`src/rtl/cordic_core.sv`:
```
// Rotation-mode CORDIC producing cos/sin of a signed Q2.30 angle in 32 micro-rotations.
// Define CORDIC_UNROLLED_EN to replace the iterative datapath with a single-cycle unrolled one.
module cordic_core (
    input  logic        clk,
    input  logic        rst,
    input  logic [31:0] theta,
    output logic [31:0] cos_out,
    output logic [31:0] sin_out,
    output logic        done
);

    typedef enum logic [1:0] {LOAD, ITER, DONE} state_t;

    typedef struct packed {
        logic [31:0] x;
        logic [31:0] y;
        logic [31:0] z;
    } vec_t;

    localparam logic [31:0] K_INV = 32'h26DD3B6A;

    state_t state, state_next;

    function automatic logic [31:0] atan_tab(input logic [4:0] idx);
        logic [31:0] a;
        case (idx)
            5'd0:  a = 32'h3243F6A8;
            5'd1:  a = 32'h1DAC6705;
            5'd2:  a = 32'h0FADBAFD;
            5'd3:  a = 32'h07F56EA7;
            5'd4:  a = 32'h03FEAB77;
            5'd5:  a = 32'h01FFD55C;
            5'd6:  a = 32'h00FFFAAB;
            5'd7:  a = 32'h007FFF55;
            5'd8:  a = 32'h003FFFEB;
            5'd9:  a = 32'h001FFFFD;
            5'd10: a = 32'h00100000;
            5'd11: a = 32'h00080000;
            5'd12: a = 32'h00040000;
            5'd13: a = 32'h00020000;
            5'd14: a = 32'h00010000;
            5'd15: a = 32'h00008000;
            5'd16: a = 32'h00004000;
            5'd17: a = 32'h00002000;
            5'd18: a = 32'h00001000;
            5'd19: a = 32'h00000800;
            5'd20: a = 32'h00000400;
            5'd21: a = 32'h00000200;
            5'd22: a = 32'h00000100;
            5'd23: a = 32'h00000080;
            5'd24: a = 32'h00000040;
            5'd25: a = 32'h00000020;
            5'd26: a = 32'h00000010;
            5'd27: a = 32'h00000008;
            5'd28: a = 32'h00000004;
            5'd29: a = 32'h00000002;
            5'd30: a = 32'h00000001;
            default: a = 32'h00000000;
        endcase
        return a;
    endfunction

    // Direction comes from the sign of the residual angle; z >= 0 rotates positively.
    function automatic vec_t micro_rot(input vec_t v, input logic [4:0] idx);
        vec_t        r;
        logic [31:0] xs;
        logic [31:0] ys;
        xs = $signed(v.x) >>> idx;
        ys = $signed(v.y) >>> idx;
        if (!v.z[31]) begin
            r.x = v.x - ys;
            r.y = v.y + xs;
            r.z = v.z - atan_tab(idx);
        end else begin
            r.x = v.x + ys;
            r.y = v.y - xs;
            r.z = v.z + atan_tab(idx);
        end
        return r;
    endfunction

    always_ff @(posedge clk or posedge rst) begin
        if (rst) state <= LOAD;
        else     state <= state_next;
    end

`ifdef CORDIC_UNROLLED_EN

    vec_t unr;

    always_comb begin
        unr = {K_INV, 32'd0, theta};
        for (int unsigned k = 0; k < 32; k++) begin
            unr = micro_rot(unr, 5'(k));
        end
    end

    always_comb begin
        state_next = state;
        case (state)
            LOAD:    state_next = DONE;
            default: state_next = DONE;
        endcase
    end

    always_ff @(posedge clk or posedge rst) begin
        if (rst) begin
            cos_out <= '0;
            sin_out <= '0;
            done    <= 1'b0;
        end else if (state == LOAD) begin
            cos_out <= unr.x;
            sin_out <= unr.y;
            done    <= 1'b1;
        end
    end

`else

    vec_t       cur;
    vec_t       nxt;
    logic [4:0] iter;

    always_comb begin
        nxt = micro_rot(cur, iter);
    end

    always_comb begin
        state_next = state;
        case (state)
            LOAD:    state_next = ITER;
            ITER:    if (iter == 5'd31) state_next = DONE;
            default: state_next = DONE;
        endcase
    end

    always_ff @(posedge clk or posedge rst) begin
        if (rst) begin
            cur     <= '0;
            iter    <= '0;
            cos_out <= '0;
            sin_out <= '0;
            done    <= 1'b0;
        end else begin
            case (state)
                LOAD: begin
                    cur  <= {K_INV, 32'd0, theta};
                    iter <= '0;
                end
                ITER: begin
                    cur  <= nxt;
                    iter <= iter + 5'd1;
                    if (iter == 5'd31) begin
                        cos_out <= nxt.x;
                        sin_out <= nxt.y;
                        done    <= 1'b1;
                    end
                end
                default: ;
            endcase
        end
    end

`endif

endmodule

```
`config.mk`:
```
export PLATFORM = sky130hd
export DESIGN_NAME = cordic_core
export DESIGN_NICKNAME = d
export VERILOG_FILES = /design/src/rtl/cordic_core.sv
export SDC_FILE = /design/constraint.sdc
export NUM_CORES = 1
export LEC_CHECK = 0
export ABC_AREA = 1
export BUFFER_PORTS_ARGS = -buffer_cell sky130_fd_sc_hd__buf_2
export CAP_MARGIN = 25
export CORE_UTILIZATION = 40
export DETAILED_ROUTE_END_ITERATION = 10
export GPL_ROUTABILITY_DRIVEN = 0
export REMOVE_ABC_BUFFERS = 1
export SETUP_SLACK_MARGIN = 0.3
export SLEW_MARGIN = 30
export SYNTH_ARGS = -nofsm -noshare
export SYNTH_HDL_FRONTEND = slang
export SYNTH_SLANG_ARGS = --single-unit
export TNS_END_PERCENT = 30
```
`constraint.sdc`:
```
create_clock -name clk -period 5.8 [get_ports clk]
set_input_delay 1.16 -clock clk [delete_from_list [all_inputs] [get_ports clk]]
set_output_delay 1.16 -clock clk [all_outputs]
set_load 0.005 [all_outputs]
```
; Yosys cells after proc, flatten, opt, wreduce, memory -nomap -nowiden
; Memory sizes are Yosys's and may differ from the RTL's.
; Index checks and enable logic that the tools add are counted.
[op_classes]
add_sub_neg = 7
eq_ne = 3
shifts = 2
mux = 7
n_reduce_logical = 3
[ops]
columns = cell, count
row1 = 96-bit case mux with 2 select lines, 1
row2 = 32-bit adder, 3
row3 = 96-bit two-way mux, 1
row4 = 32-bit subtractor, 3
row5 = 32-bit two-way mux, 2
row6 = 32-bit by 5-bit >>> shifter with 32-bit output, 2
row7 = 5-bit case mux with 2 select lines, 1
row8 = 5-bit by 1-bit adder with 5-bit output (second input constant), 1
row9 = 5-bit == test (second input constant), 1
row10 = 2-bit case mux with 2 select lines, 1
row11 = 2-bit by 1-bit == test with 1-bit output (second input constant), 1
row12 = 2-bit zero test, 1
row13 = 2-bit two-way mux, 1
row14 = 2-bit inequality test (second input constant), 1
row15 = 2-bit AND reduction, 1
row16 = 2-bit nonzero test, 1
[totals]
regBits = 168
romBits = 1920
input_bits = 34
output_inout_bits = 65
elab_cells = 32
mem_count = 2
[mem_list]
columns = name, depth, width, read_ports, rd_ports_with_merged_regs, write_ports, line_no
row1 = (name not given), 32, 30, 1, 0, 0, 26  ; case (idx)
row2 = (name not given), 32, 30, 1, 0, 0, 26

; Depth between registers and ports, before layout
; An unclocked memory read counts as a cell.
[depth]
depth_word = 5
ltp_mapped = 35
mapped_depth_nobuf = 34

; Worst setup path after synthesis
; Ideal clock, no wire load.
[synth_timing]
kind = register -> register
from = reg iter[0]
to = reg cur[26] (netlist bit)
t_arrival_ps = 3867
t_required_ps = 5679
setup_slack_ps = 1811
stages_incl_launch_ff = 28
period_less_slack_ps = 3989
cell_sequence = dfrtp_1 -> inv_2 -> buf_6 -> buf_2 -> ha_1 -> inv_1 -> nand2_1 -> nand2_1 -> o21ai_1 -> ha_1 -> nand2_1 -> nor2_1 -> nand3_1 -> nor2_2 -> nand4_1 -> nor2_2 -> a21oi_1 -> xor2_1 -> ha_1 -> nand2_1 -> o21a_1 -> inv_1 -> a21oi_1 -> nand3_1 -> a21o_1 -> or2_2 -> nand3_1 -> nand2_1
[synth_between]
elab_chain_cells = 5
word_cells_on_any_way = 8
cone_classes = 2 x add/sub / 4 x mux / 2 x memory
[synth_rtl]
columns = element, line_no
row1 = "start, declared", 122  ; logic [4:0] iter;
row2 = "start signal, assigned", 152  ; iter <= iter + 5'd1;
row3 = memory 32 x 30 bit, -
row4 = 32-bit two-way mux, 70  ; if (!v.z[31]) begin
row5 = 32-bit subtractor / 32-bit adder (equally long branches), "73, 77"
row6 = 96-bit two-way mux *, 70
row7 = 96-bit case mux with 2 select lines *, 145  ; case (state)
row8 = "end signal, assigned", 147  ; cur <= {K_INV, 32'd0, theta};
row9 = "end signal, assigned", 151  ; cur <= nxt;
row10 = "end, declared", 120  ; vec_t cur;
; Every way passes the cells marked *; elsewhere a longest branch is shown, timed or not. The select of a mux whose other input is x is not followed.
; A chain may end at the register's enable or synchronous reset.

; Final worst setup path
[layout_timing]
from = reg iter[2]
to = reg cos_out[27]
[layout_between]
elab_chain_cells = 3
word_cells_on_any_way = 6
cone_classes = 2 x add/sub / 1 x eq/ne / 1 x shift / 1 x mux / 1 x reduce/logical
[layout_rtl]
columns = element, line_no
row1 = 32-bit by 5-bit >>> shifter with 32-bit output, 69  ; ys = $signed(v.y) >>> idx;
row2 = 32-bit subtractor / 32-bit adder (equally long branches), "71, 75"
row3 = 96-bit two-way mux, 70
row4 = "end signal, assigned", 154  ; cos_out <= nxt.x;
row5 = "end, declared", 7  ; output logic [31:0] cos_out,
; Parallel ways exist; a longest one is shown, timed or not.

==> run_results.csv <==
group,metric,value,unit
setup_path,crit_fanout,16,
min_path,hold_class,"reg2reg",
synth,synth-seq-cells,168,
clocking,cts_resized,0,
setup_path,timing_worst_setup_path_type,"reg2reg",
setup_path,r2r_start,"iter[2]$_DFFE_PP0P_",
die,io-pin-count,99,
setup_path,cp.required,6.18,ns
timing,finalCritPeriodShare,0.901,
detailed_routing,routed_wl,59.5,mm
grt,grt_max_degree,87,
synth,synthCells,2841,
min_path,whs_path_depth,1,
timing,fin_setup_tns,0,ns
setup_path,cp-end-kind,"flop",
grt,track_usage,0.271,
detailed_routing,drc,0,
synth,yosysWarningCount,0,
finish,syn_to_final_growth,9.18,%
placed_design,port_buffers,98,
setup_path,critPathArrivalTime,5.60,ns
synth,postSynth.asyncResetShare,1.00,
die,rows,76,
finish,multi_input_area,12000,um2
timing,drv_slew,0,
grt,antenna_found_initial,0,
setup_path,startpoint_type,"flop",
clocking,cts_max_level,4,
clocking,cts_hold_buf,0,
setup_path,ff2ff_path_depth,25,
placed_design,dp_cells,3437,
die,die_w,212,um
clocking,cts-root-buf,"clkbuf_16",
die,initial_core_util,0.407,
clocking,insertion_delay,0.50,ns
power,p_leak,9.92,nW
power,vdd_ir_drop_max,0.000353,V
die,die_y,212,um
min_path,hp-start,"done$_DFFE_PP0P_",
clocking,cts_tree,"done",
finish,final_cell_mix,"nand2_1 (914), nand3_1 (351), inv_1 (236)",
die,die_area,45000,um2
timing,rsz0062_at_grt,"false",
setup_path,r2r-end,"cos_out[27]$_DFFE_PP0P_",
clocking,cts_made_buffers,17,
detailed_routing,dr_total_vias,19100,
finish,ff_latch_area,4210,um2
timing,timing.fmax,191,MHz
power,power.density,707,nW/um2
synth,synth_edf_count,0,
run,maxCapViolations,0,
synth,syn_area,17700,um2
timing,hold_viol,0,
finish,drive_above_1_share,0.0787,
setup_path,reg2reg_slack,0.58,ns
timing,skew,0.0212,ns
detailed_routing,first_pass_iters,8,
finish,stdcell_count,3468,
clocking,clockBufferDepth,2,
grt,grt_pass1_wl,95.6,mm
grt,grt_pass1_vias,17900,
finish,layout_commonest_cell,"nand2_1",
synth,yosysUniqueCellTypes,50,
detailed_routing,avgViaCountPerCell,5.51,
detailed_routing,wl_per_cell,17.2,um
detailed_routing,antenna_left,0,
timing,setup_viol,0,
detailed_routing,initialDrtViolationCount,1936,
die,coreArea,43400,um2
timing,maxSlewHeadroom,0.420,
timing,tightest_slew,0.870,ns
finish,finish.utilization,0.445,
finish,nFillCells,4655,
run_status,status,"completed",
grt,grt_overflow,0,
placed_design,dp_hpwl,46.3,mm
synth,ys.flop_type,"dfrtp_1",
timing,fin_crit,5.22,ns
synth,synth.avg_cell_area,6.22,um2
finish,nets,3026,
clocking,clock_sinks,168,
synth,seq_area_frac_synth,0.238,
finish,insertedDiodeCount,0,
clocking,cts_setup_buffers,0,
clocking,cts.clk_slew.worst_paths,0.07,ns
min_path,min_to,"done$_DFFE_PP0P_",
==> power breakdown <==
part           leakage (nW)  internal (mW)  total [mW]  switching [mW]
Sequential             1.93           1.73        2.38           0.652
Combinational          7.67           3.51        9.95            6.44
Clock                 0.310          0.786        1.31           0.524
==> cell usage after synthesis, types with 7 or more instances <==
library cell,instances,area (um2)
a31oi_1,16,100
dfrtp_1,168,4200
buf_1,16,60.1
buf_6,8,90.1
a21oi_1,183,916
o211ai_1,10,75.1
xnor2_1,26,228
nor4_1,8,50.1
nor3_1,16,80.1
nor2_1,195,732
o21bai_1,11,82.6
a21o_1,7,52.6
nand4_1,21,131
buf_4,12,90.1
a22oi_1,31,233
clkbuf_1,55,206
nand3_1,351,1760
xor2_1,86,753
ha_1,118,1480
nand2_1,914,3430
o21ai_0,199,996
nand2_2,8,50.1
o22a_1,8,70.1
buf_2,26,130
o21ai_1,14,70.1
o22ai_1,11,68.8
inv_1,239,897
or2_2,19,119
nor2_2,11,68.8
inv_2,10,37.5
==> kinds of logic after synthesis <==
| kind of cell | after synthesis | synth area share |
|---|---|---|
| compound gates | 518 | 0.164 |
| buf+inv | 367 | 0.0858 |
| simple gates | 1555 | 0.369 |
| flops | 168 | 0.238 |
| xor+xnor | 112 | 0.0555 |
| fa+ha+maj | 121 | 0.0870 |
==> area by class of cell <==
type	instances	area share
clock buffers	21	0.0239
clock inverters	10	0.00992
well taps	585	0.0379
flip-flops and latches	168	0.218
multi-input cells	2306	0.621
repair buffers	128	0.0398
inverters	250	0.0495
==> state kept, by name, summed over array words and instances (netlist names) <==
name / count
cur: 96
done: 1
state: 2
cos_out: 32
iter: 5
sin_out: 32
==> metal layers <==
layer | vias to the layer above | share of wire | global-route usage
met5 | - | 0 | 0
met4 | 0 | 0.024 | 0.0920
met3 | 89 | 0.066 | 0.0425
met2 | 715 | 0.45 | 0.430
met1 | 8845 | 0.46 | 0.373
li1 | 9475 | - | -
==> worst max-delay path: stages, from the launching register on <==
cell and delay, ns:
dfrtp_2 0.53, nor2_2 0.56, o21ai_0 0.18, o21ai_0 0.33, o21ai_1 0.13, nand2_1 0.09
inv_1 0.04, nand2_1 0.11, inv_1 0.07, ha_1 0.19, nand2_1 0.14, nand2_1 0.08
xor2_1 0.17, inv_1 0.07, ha_1 0.32, inv_1 0.10, o21ai_0 0.09, a21oi_1 0.30
o21ai_0 0.27, a31oi_1 0.38, inv_1 0.15, a21oi_1 0.21, o21ai_0 0.14, or2_2 0.30
nand3_1 0.09, nand2_1 0.06
==> worst max-delay path by stage <==
stage,start,endpoint,depth (start not counted),slack (ns)
2_1_floorplan,rst,cos_out[0]$_DFFE_PP0P_,1,0.09
3_3_place_gp,iter[1]$_DFFE_PP0P_,cur[28]$_DFFE_PP0P_,26,0.77
3_5_place_dp,iter[1]$_DFFE_PP0P_,cur[25]$_DFFE_PP0P_,26,0.69
4_1_cts,iter[2]$_DFFE_PP0P_,cur[93]$_DFFE_PP0P_,29,0.65
5_1_grt,iter[2]$_DFFE_PP0P_,cur[93]$_DFFE_PP0P_,30,0.32
6_report,iter[2]$_DFFE_PP0P_,cos_out[27]$_DFFE_PP0P_,25,0.58
==> metrics by stage <==
step	hold slack (ns)	setup slack [ns]	cell area (um2)	power, mW
2_1_floorplan	0.465	0.0933	17100	9.37
3_3_place_gp	0.447	0.767	18600	12.0
3_5_place_dp	0.450	0.690	18600	12.1
4_1_cts	0.474	0.653	19300	13.5
5_1_grt	0.491	0.321	19300	15.1
6_report	0.473	0.576	19300	13.6
No activity file was read; power rests on OpenSTA's default activity.
